$ cat src/rtl/gpr_pkg.sv
// +--------------------------------------------------------------------+
// | gpr_pkg -- shared types and helpers for the gpr_file register file |
// | Rev 1.0                                                            |
// +--------------------------------------------------------------------+
`default_nettype none

package gpr_pkg;

    typedef enum logic [0:0] {
        GPR_IDLE  = 1'b0,
        GPR_SWEEP = 1'b1
    } gpr_state_e;

    // Index width for a file of nreg entries; never narrower than one bit.
    function automatic int gpr_aw(input int nreg);
        return (nreg <= 2) ? 1 : $clog2(nreg);
    endfunction

endpackage

`default_nettype wire

$ cat src/rtl/gpr_file_if.sv
// +--------------------------------------------------------------------+
// | gpr_file_if -- write / reserve / clear / read bundle of gpr_file   |
// | Rev 1.0                                                            |
// +--------------------------------------------------------------------+
`default_nettype none

interface gpr_file_if #(
    parameter int XLEN = 32,
    parameter int NREG = 32,
    parameter int NRD  = 2
);
    localparam int AW = gpr_pkg::gpr_aw(NREG);

    logic                  wr_en;
    logic [AW-1:0]         wr_addr;
    logic [XLEN-1:0]       wr_data;
    logic [NRD*AW-1:0]     rd_addr;
    logic [NRD*XLEN-1:0]   rd_data;
    logic [NRD-1:0]        rd_busy;
    logic                  rsv_en;
    logic [AW-1:0]         rsv_addr;
    logic                  clr_req;
    logic                  ready;

    modport master (
        output wr_en, wr_addr, wr_data, rd_addr, rsv_en, rsv_addr, clr_req,
        input  rd_data, rd_busy, ready
    );

    modport slave (
        input  wr_en, wr_addr, wr_data, rd_addr, rsv_en, rsv_addr, clr_req,
        output rd_data, rd_busy, ready
    );

endinterface

`default_nettype wire

$ cat src/rtl/gpr_scoreboard.sv
// +--------------------------------------------------------------------+
// | gpr_scoreboard -- per-register busy bits with NRD lookup ports     |
// | Rev 1.0                                                            |
// +--------------------------------------------------------------------+
`default_nettype none

module gpr_scoreboard #(
    parameter int NREG = 32,
    parameter int NRD  = 2,
    parameter int AW   = 5
) (
    input  wire logic              clk,
    input  wire logic              rst_n,
    input  wire logic              i_set_en,
    input  wire logic [AW-1:0]     i_set_addr,
    input  wire logic              i_clr_en,
    input  wire logic [AW-1:0]     i_clr_addr,
    input  wire logic              i_swp_en,
    input  wire logic [AW-1:0]     i_swp_addr,
    input  wire logic [NRD*AW-1:0] i_lk_addr,
    output logic [NRD-1:0]         o_lk_busy
);

    logic [NREG-1:0] busy_q;
    logic [NREG-1:0] busy_d;

    // Set is applied after clear so a same-cycle reserve outranks writeback.
    always_comb begin
        busy_d = busy_q;
        if (i_clr_en) busy_d[i_clr_addr] = 1'b0;
        if (i_set_en) busy_d[i_set_addr] = 1'b1;
        if (i_swp_en) busy_d[i_swp_addr] = 1'b0;
        busy_d[0] = 1'b0;
    end

    always_ff @(posedge clk or negedge rst_n) begin
        if (!rst_n) begin
            busy_q <= '0;
        end else begin
            busy_q <= busy_d;
        end
    end

    generate
        for (genvar k = 0; k < NRD; k++) begin : g_lk
            assign o_lk_busy[k] = busy_q[i_lk_addr[k*AW +: AW]];
        end
    endgenerate

endmodule

`default_nettype wire

$ cat src/rtl/gpr_file.sv
// +--------------------------------------------------------------------+
// | gpr_file -- parametrised register file, bypass, busy, clear sweep  |
// | Rev 1.0                                                            |
// +--------------------------------------------------------------------+
`default_nettype none

module gpr_file
    import gpr_pkg::*;
#(
    parameter int XLEN   = 32,
    parameter int NREG   = 32,
    parameter int NRD    = 2,
    parameter int BYPASS = 1
) (
    input  wire logic WrClk,
    input  wire logic rst_n,
    gpr_file_if.slave bus
);

    localparam int            AW         = gpr_aw(NREG);
    localparam logic [AW-1:0] c_last_idx = AW'(NREG - 1);

    gpr_state_e      state_q, state_d;
    logic [AW-1:0]   idx_q, idx_d;
    logic [XLEN-1:0] regs_q [NREG];
    logic [XLEN-1:0] regs_d [NREG];

    logic           w_ready;
    logic           w_wr_fire;
    logic           w_rsv_fire;
    logic           w_swp_en;
    logic [NRD-1:0] w_sb_busy;

    assign w_ready    = (state_q == GPR_IDLE);
    assign w_wr_fire  = w_ready & bus.wr_en & (bus.wr_addr != '0);
    assign w_rsv_fire = w_ready & bus.rsv_en & (bus.rsv_addr != '0);
    assign w_swp_en   = (state_q == GPR_SWEEP);
    assign bus.ready  = w_ready;

    always_comb begin
        state_d = state_q;
        idx_d   = idx_q;
        regs_d  = regs_q;
        if (w_wr_fire) regs_d[bus.wr_addr] = bus.wr_data;
        case (state_q)
            GPR_IDLE: begin
                if (bus.clr_req) begin
                    state_d = GPR_SWEEP;
                    idx_d   = AW'(1);
                end
            end
            GPR_SWEEP: begin
                regs_d[idx_q] = '0;
                if (idx_q == c_last_idx) begin
                    state_d = GPR_IDLE;
                    idx_d   = '0;
                end else begin
                    idx_d = idx_q + AW'(1);
                end
            end
            default: state_d = GPR_IDLE;
        endcase
        regs_d[0] = '0;
    end

    always_ff @(posedge WrClk or negedge rst_n) begin
        if (!rst_n) begin
            state_q <= GPR_IDLE;
            idx_q   <= '0;
            for (int i = 0; i < NREG; i++) regs_q[i] <= '0;
        end else begin
            state_q <= state_d;
            idx_q   <= idx_d;
            regs_q  <= regs_d;
        end
    end

    gpr_scoreboard #(
        .NREG (NREG),
        .NRD  (NRD),
        .AW   (AW)
    ) u_scoreboard (
        .clk        (WrClk),
        .rst_n      (rst_n),
        .i_set_en   (w_rsv_fire),
        .i_set_addr (bus.rsv_addr),
        .i_clr_en   (w_wr_fire),
        .i_clr_addr (bus.wr_addr),
        .i_swp_en   (w_swp_en),
        .i_swp_addr (idx_q),
        .i_lk_addr  (bus.rd_addr),
        .o_lk_busy  (w_sb_busy)
    );

    // w_wr_fire already excludes index 0 and the sweep, so a hit needs only the address match.
    generate
        for (genvar k = 0; k < NRD; k++) begin : g_rd
            logic [AW-1:0] w_ra;
            logic          w_hit;
            assign w_ra  = bus.rd_addr[k*AW +: AW];
            assign w_hit = (BYPASS != 0) && w_wr_fire && (bus.wr_addr == w_ra);
            assign bus.rd_data[k*XLEN +: XLEN] = w_hit ? bus.wr_data : regs_q[w_ra];
            assign bus.rd_busy[k] = w_sb_busy[k] & ~w_hit;
        end
    endgenerate

endmodule

`default_nettype wire

$ cat src/flat_wrapper.sv
// flat-port wrapper written by rule: the top's interface ports become plain ports
module gpr_file_flat import gpr_pkg::*;
#(
    parameter int XLEN   = 32,
    parameter int NREG   = 32,
    parameter int NRD    = 2,
    parameter int BYPASS = 1
)
  (WrClk, rst_n, bus_wr_en, bus_wr_addr, bus_wr_data, bus_rd_addr, bus_rsv_en, bus_rsv_addr, bus_clr_req, bus_rd_data, bus_rd_busy, bus_ready);
  gpr_file_if #(.XLEN(XLEN), .NREG(NREG), .NRD(NRD)) bus_i ();
  input  wire logic WrClk;
  input  wire logic rst_n;
  input wire logic [$bits(bus_i.wr_en)-1:0] bus_wr_en;
  input wire logic [$bits(bus_i.wr_addr)-1:0] bus_wr_addr;
  input wire logic [$bits(bus_i.wr_data)-1:0] bus_wr_data;
  input wire logic [$bits(bus_i.rd_addr)-1:0] bus_rd_addr;
  input wire logic [$bits(bus_i.rsv_en)-1:0] bus_rsv_en;
  input wire logic [$bits(bus_i.rsv_addr)-1:0] bus_rsv_addr;
  input wire logic [$bits(bus_i.clr_req)-1:0] bus_clr_req;
  output wire logic [$bits(bus_i.rd_data)-1:0] bus_rd_data;
  output wire logic [$bits(bus_i.rd_busy)-1:0] bus_rd_busy;
  output wire logic [$bits(bus_i.ready)-1:0] bus_ready;
  assign bus_i.wr_en = bus_wr_en;
  assign bus_i.wr_addr = bus_wr_addr;
  assign bus_i.wr_data = bus_wr_data;
  assign bus_i.rd_addr = bus_rd_addr;
  assign bus_i.rsv_en = bus_rsv_en;
  assign bus_i.rsv_addr = bus_rsv_addr;
  assign bus_i.clr_req = bus_clr_req;
  assign bus_rd_data = bus_i.rd_data;
  assign bus_rd_busy = bus_i.rd_busy;
  assign bus_ready = bus_i.ready;
  gpr_file #(.XLEN(XLEN), .NREG(NREG), .NRD(NRD), .BYPASS(BYPASS)) u_core (.WrClk(WrClk), .rst_n(rst_n), .bus(bus_i));
endmodule
$ cat config.mk
export PLATFORM = sky130hd
export DESIGN_NAME = gpr_file_flat
export DESIGN_NICKNAME = d
export VERILOG_FILES = /design/src/rtl/gpr_pkg.sv /design/src/rtl/gpr_file_if.sv /design/src/rtl/gpr_scoreboard.sv /design/src/rtl/gpr_file.sv /design/src/flat_wrapper.sv
export SDC_FILE = /design/constraint.sdc
export NUM_CORES = 2
export LEC_CHECK = 0
export CAP_MARGIN = 0
export CORE_ASPECT_RATIO = 1.25
export CORE_MARGIN = 2
export CORE_UTILIZATION = 45
export CTS_CLUSTER_SIZE = 8
export DETAILED_ROUTE_END_ITERATION = 10
export GPL_ROUTABILITY_DRIVEN = 0
export PLACE_DENSITY = 0.62
export SLEW_MARGIN = 0
export SYNTH_ARGS = -nofsm -noshare
export SYNTH_HDL_FRONTEND = slang
export SYNTH_SLANG_ARGS = --single-unit
$ cat constraint.sdc
create_clock -name WrClk -period 8.2 [get_ports WrClk]
set_clock_uncertainty 0.1 [all_clocks]
set_input_delay 1.64 -clock WrClk [delete_from_list [all_inputs] [get_ports WrClk]]
set_output_delay 1.64 -clock WrClk [all_outputs]
set_load 0.01 [all_outputs]
==> metrics <==
critical path class input pin to primary output; Final Max Tran Viols 0; wire per inst approximately 32 um; die area between 100000 and 150000 sq um; Min-Delay Path Class flip-flop to flip-flop; worst setup path endpoint bus_rd_data[12]; core area 130200 sq um; Syn Inst Count 6251; Vias/cell 6.735; r2r worst-path depth 7; power per cell area approximately 230 nW/um^2; Seq/Total Area, Yosys 43.61%; effective utilization at floorplan between 40% and 50%; FF-to-FF End u_core.u_scoreboard.busy_q[29]$_DFF_PN0_; Mapped Avg Cell Area about 9.4 sq um; Max FO, Critical Path 20; worst endpoint required time around 6.5 ns; outcome finished, final reports clean; vias in the first global route roughly 52000; critical path's top delay family buffers and inverters; IO Port Bufs 123; max_slew headroom under 10%; setup total negative slack 0 ns; CTS Buffer Depth 3; Iter 0 DRT Violations roughly 7500; num rows 148; Post-CTS Setup Inserts 0; largest net degree at the start of global routing 170; met1 wire length about 88000 um; initial antenna violation count 10; Hold Buf Count CTS 0; top cell type's share of synthesized area between 40% and 50%; Gates resized, CTS repair 0; top cells by area, synth dfrtp_1 (44%), nand2_1 (13%), mux4_2 (12%); Setup crit start bus_wr_addr[0]; drt pass-1 iters 6; RR Startpoint u_core.state_q$_DFF_PN0_; crit start category input pin; first-pass GRT wire length 355300 um; CP Capture Type primary output; TritonCTS clock tree built; Max stage delay cell, worst path clkdlybuf4s50_1; Distinct cells, synth slightly below 60; Top Ports 124; Max stage delay on crit path 0.90 ns; max_cap viols 0; FMAX about 140 MHz; met3 routed wirelength a little under 30000 um; Net Sw Frac between 30% and 40%; cts bufs inserted roughly 150; Final Util 50.28%; DR vias between 50000 and 60000; Worst Hold Launch u_core.regs_q[552]$_DFF_PN0_; Remaining DRCs 0; Total Wirelength approximately 250000 um; CP Cell Sequence clkdlybuf4s50_1 -> or4_1 -> o211ai_2 -> nor4_2 -> buf_4 -> a21oi_1 -> a22o_1 -> clkdlybuf4s50_1; gr usage total between 30 and 40%; Layout Nets ~6100; syn_nets between 6000 and 7000; Fillers 11720; RSZ-0062 raised after global routing no; Ys Warns 0; Fin. Hold Viols 0; worst IR drop on VDD 0.0002003 V; Sw Pwr 4900 uW; leading area contributor after synthesis dfrtp_1; n_diodes 0; cell area after layout about 65000 sq um; layout cell share with drive strength beyond 1 about 16%; Sink Count 1029; Die Ht slightly above 400 um; Worst path most repeated cell clkdlybuf4s50_1; Slew @ Worst Pin around 1.4 ns; Clock transition at path regs around 0.05 ns; number of routed nets with antenna violations 0; Crit. path cell count 8; clock root cell clkbuf_16; Synth Flop Type dfrtp_1; dpl hpwl 136900 um; Post-Synthesis Cell Area 59040 sq um; period utilization slightly below 90%; area grow syn2layout 10.87%; Leak ~0.027 uW; reg-to-reg slack, setup ~4.8 ns; setup violators final 0; Flop pwr share 42.1%; #FFs+latches synth roughly 1000; ys async rst share 100.0%; CP bufs+invs 3; grt total ovfl 0; WL met2 110100 um; leading cell type in the layout, fill and taps excluded nand2_1; Gate power share roughly 22%; clock power share ~36%; Placed Area between 60000 and 70000 sq um; Final Critical Period around 7.2 ns; Top Metal Used met5; internal power 10450 uW; number of synthesized flops with an enable pin 0; worst-skew pair later-pin latency ~0.8 ns; WP data arrival around 5.4 ns; H-tree level count 4; most frequent cells in the layout nand2_1 (2085), dfrtp_1 (1029), a21oi_1 (1028); die width between 300 and 400 um
cell families after synthesis:
group	Yosys count	synth area share, %
AOI/OAI and AO/OA	1456	14.56
xor gates and xnor gates	10	0.1483
adders and majority gates	5	0.1060
buffers and inverters	677	5.084
DFF	1029	43.61
muxes	752	21.19
and+or+nand+nor	2322	15.30
tightest hold or removal path: stages, from the launching register on:
cell,delay (ns)
dfrtp_1,0.38
nand2_1,0.06
a21oi_1,0.05
stage by stage:
step                      setup slack (ns)  power (uW)  cells  hold slack [ns]
after floorplan                      3.159        8504   6251           0.4077
after global placement               1.255        9710   7630           0.4184
after detailed placement             1.267        9813   7630           0.4262
after CTS                            1.248       15230   7792           0.4330
after global routing                0.9987       15840   7792           0.4533
final                                1.032       15350   7792           0.4317
state kept, by name, indices dropped and copies added (netlist names):
signal and flops:
u_core.regs_q 992, u_core.idx_q 5, u_core.u_scoreboard.busy_q 31, u_core.state_q 1
power by group through the flow:
stage / clock network [uW] / logic (uW) / registers [uW]
6_report: 5490 / 3390 / 6470
5_1_grt: 5700 / 3590 / 6550
4_1_cts: 5490 / 3310 / 6440
3_5_place_dp: 0 / 3300 / 6510
3_3_place_gp: 0 / 3240 / 6470
2_1_floorplan: 0 / 2190 / 6310
Yosys cell counts (all sizes together), types with 6 or more instances:
cell and instances:
o221ai 32, mux2 169, nor2b 16, and2 14, nand2 2098, buf 240
o21ai 44, a21oi 1028, o22ai 8, nor3 16, o211ai 86, clkbuf 432
xnor2 6, nand3 17, nand2b 12, dfrtp 1029, and3 7, o2111ai 30
nor4 8, o32ai 9, a221oi 36, a22o 57, a221o 55, nor2 113
a22oi 61, mux4 368, mux2i 215
cell type report:
type | instances | area [sq um] | share of cell area (%)
sequential | 1029 | 25750 | 39.34
clock buffer | 151 | 3715 | 5.675
tap | 1725 | 2158 | 3.297
clock inverter | 11 | 145.1 | 0.2217
timing repair buffer | 326 | 2923 | 4.465
multi-input combinational | 4545 | 30750 | 46.98
inverter | 5 | 18.77 | 0.02867
how the worst min path moves through the flow:
stage / depth (start not counted) / end / slack [ns]
3_3_place_gp: 2 / u_core.regs_q[148]$_DFF_PN0_ / 0.42
2_1_floorplan: 2 / u_core.regs_q[0]$_DFF_PN0_ / 0.41
6_report: 2 / u_core.regs_q[552]$_DFF_PN0_ / 0.43
3_5_place_dp: 2 / u_core.regs_q[206]$_DFF_PN0_ / 0.43
5_1_grt: 2 / u_core.regs_q[180]$_DFF_PN0_ / 0.45
4_1_cts: 2 / u_core.regs_q[206]$_DFF_PN0_ / 0.43
metal layers:
layer	vias up	track usage (%)
li1	21450	-
met1	26020	44.83
met2	3871	54.65
met3	1114	10.98
met4	16	24.20
met5	-	0
Power figures use the tool's default switching activity.
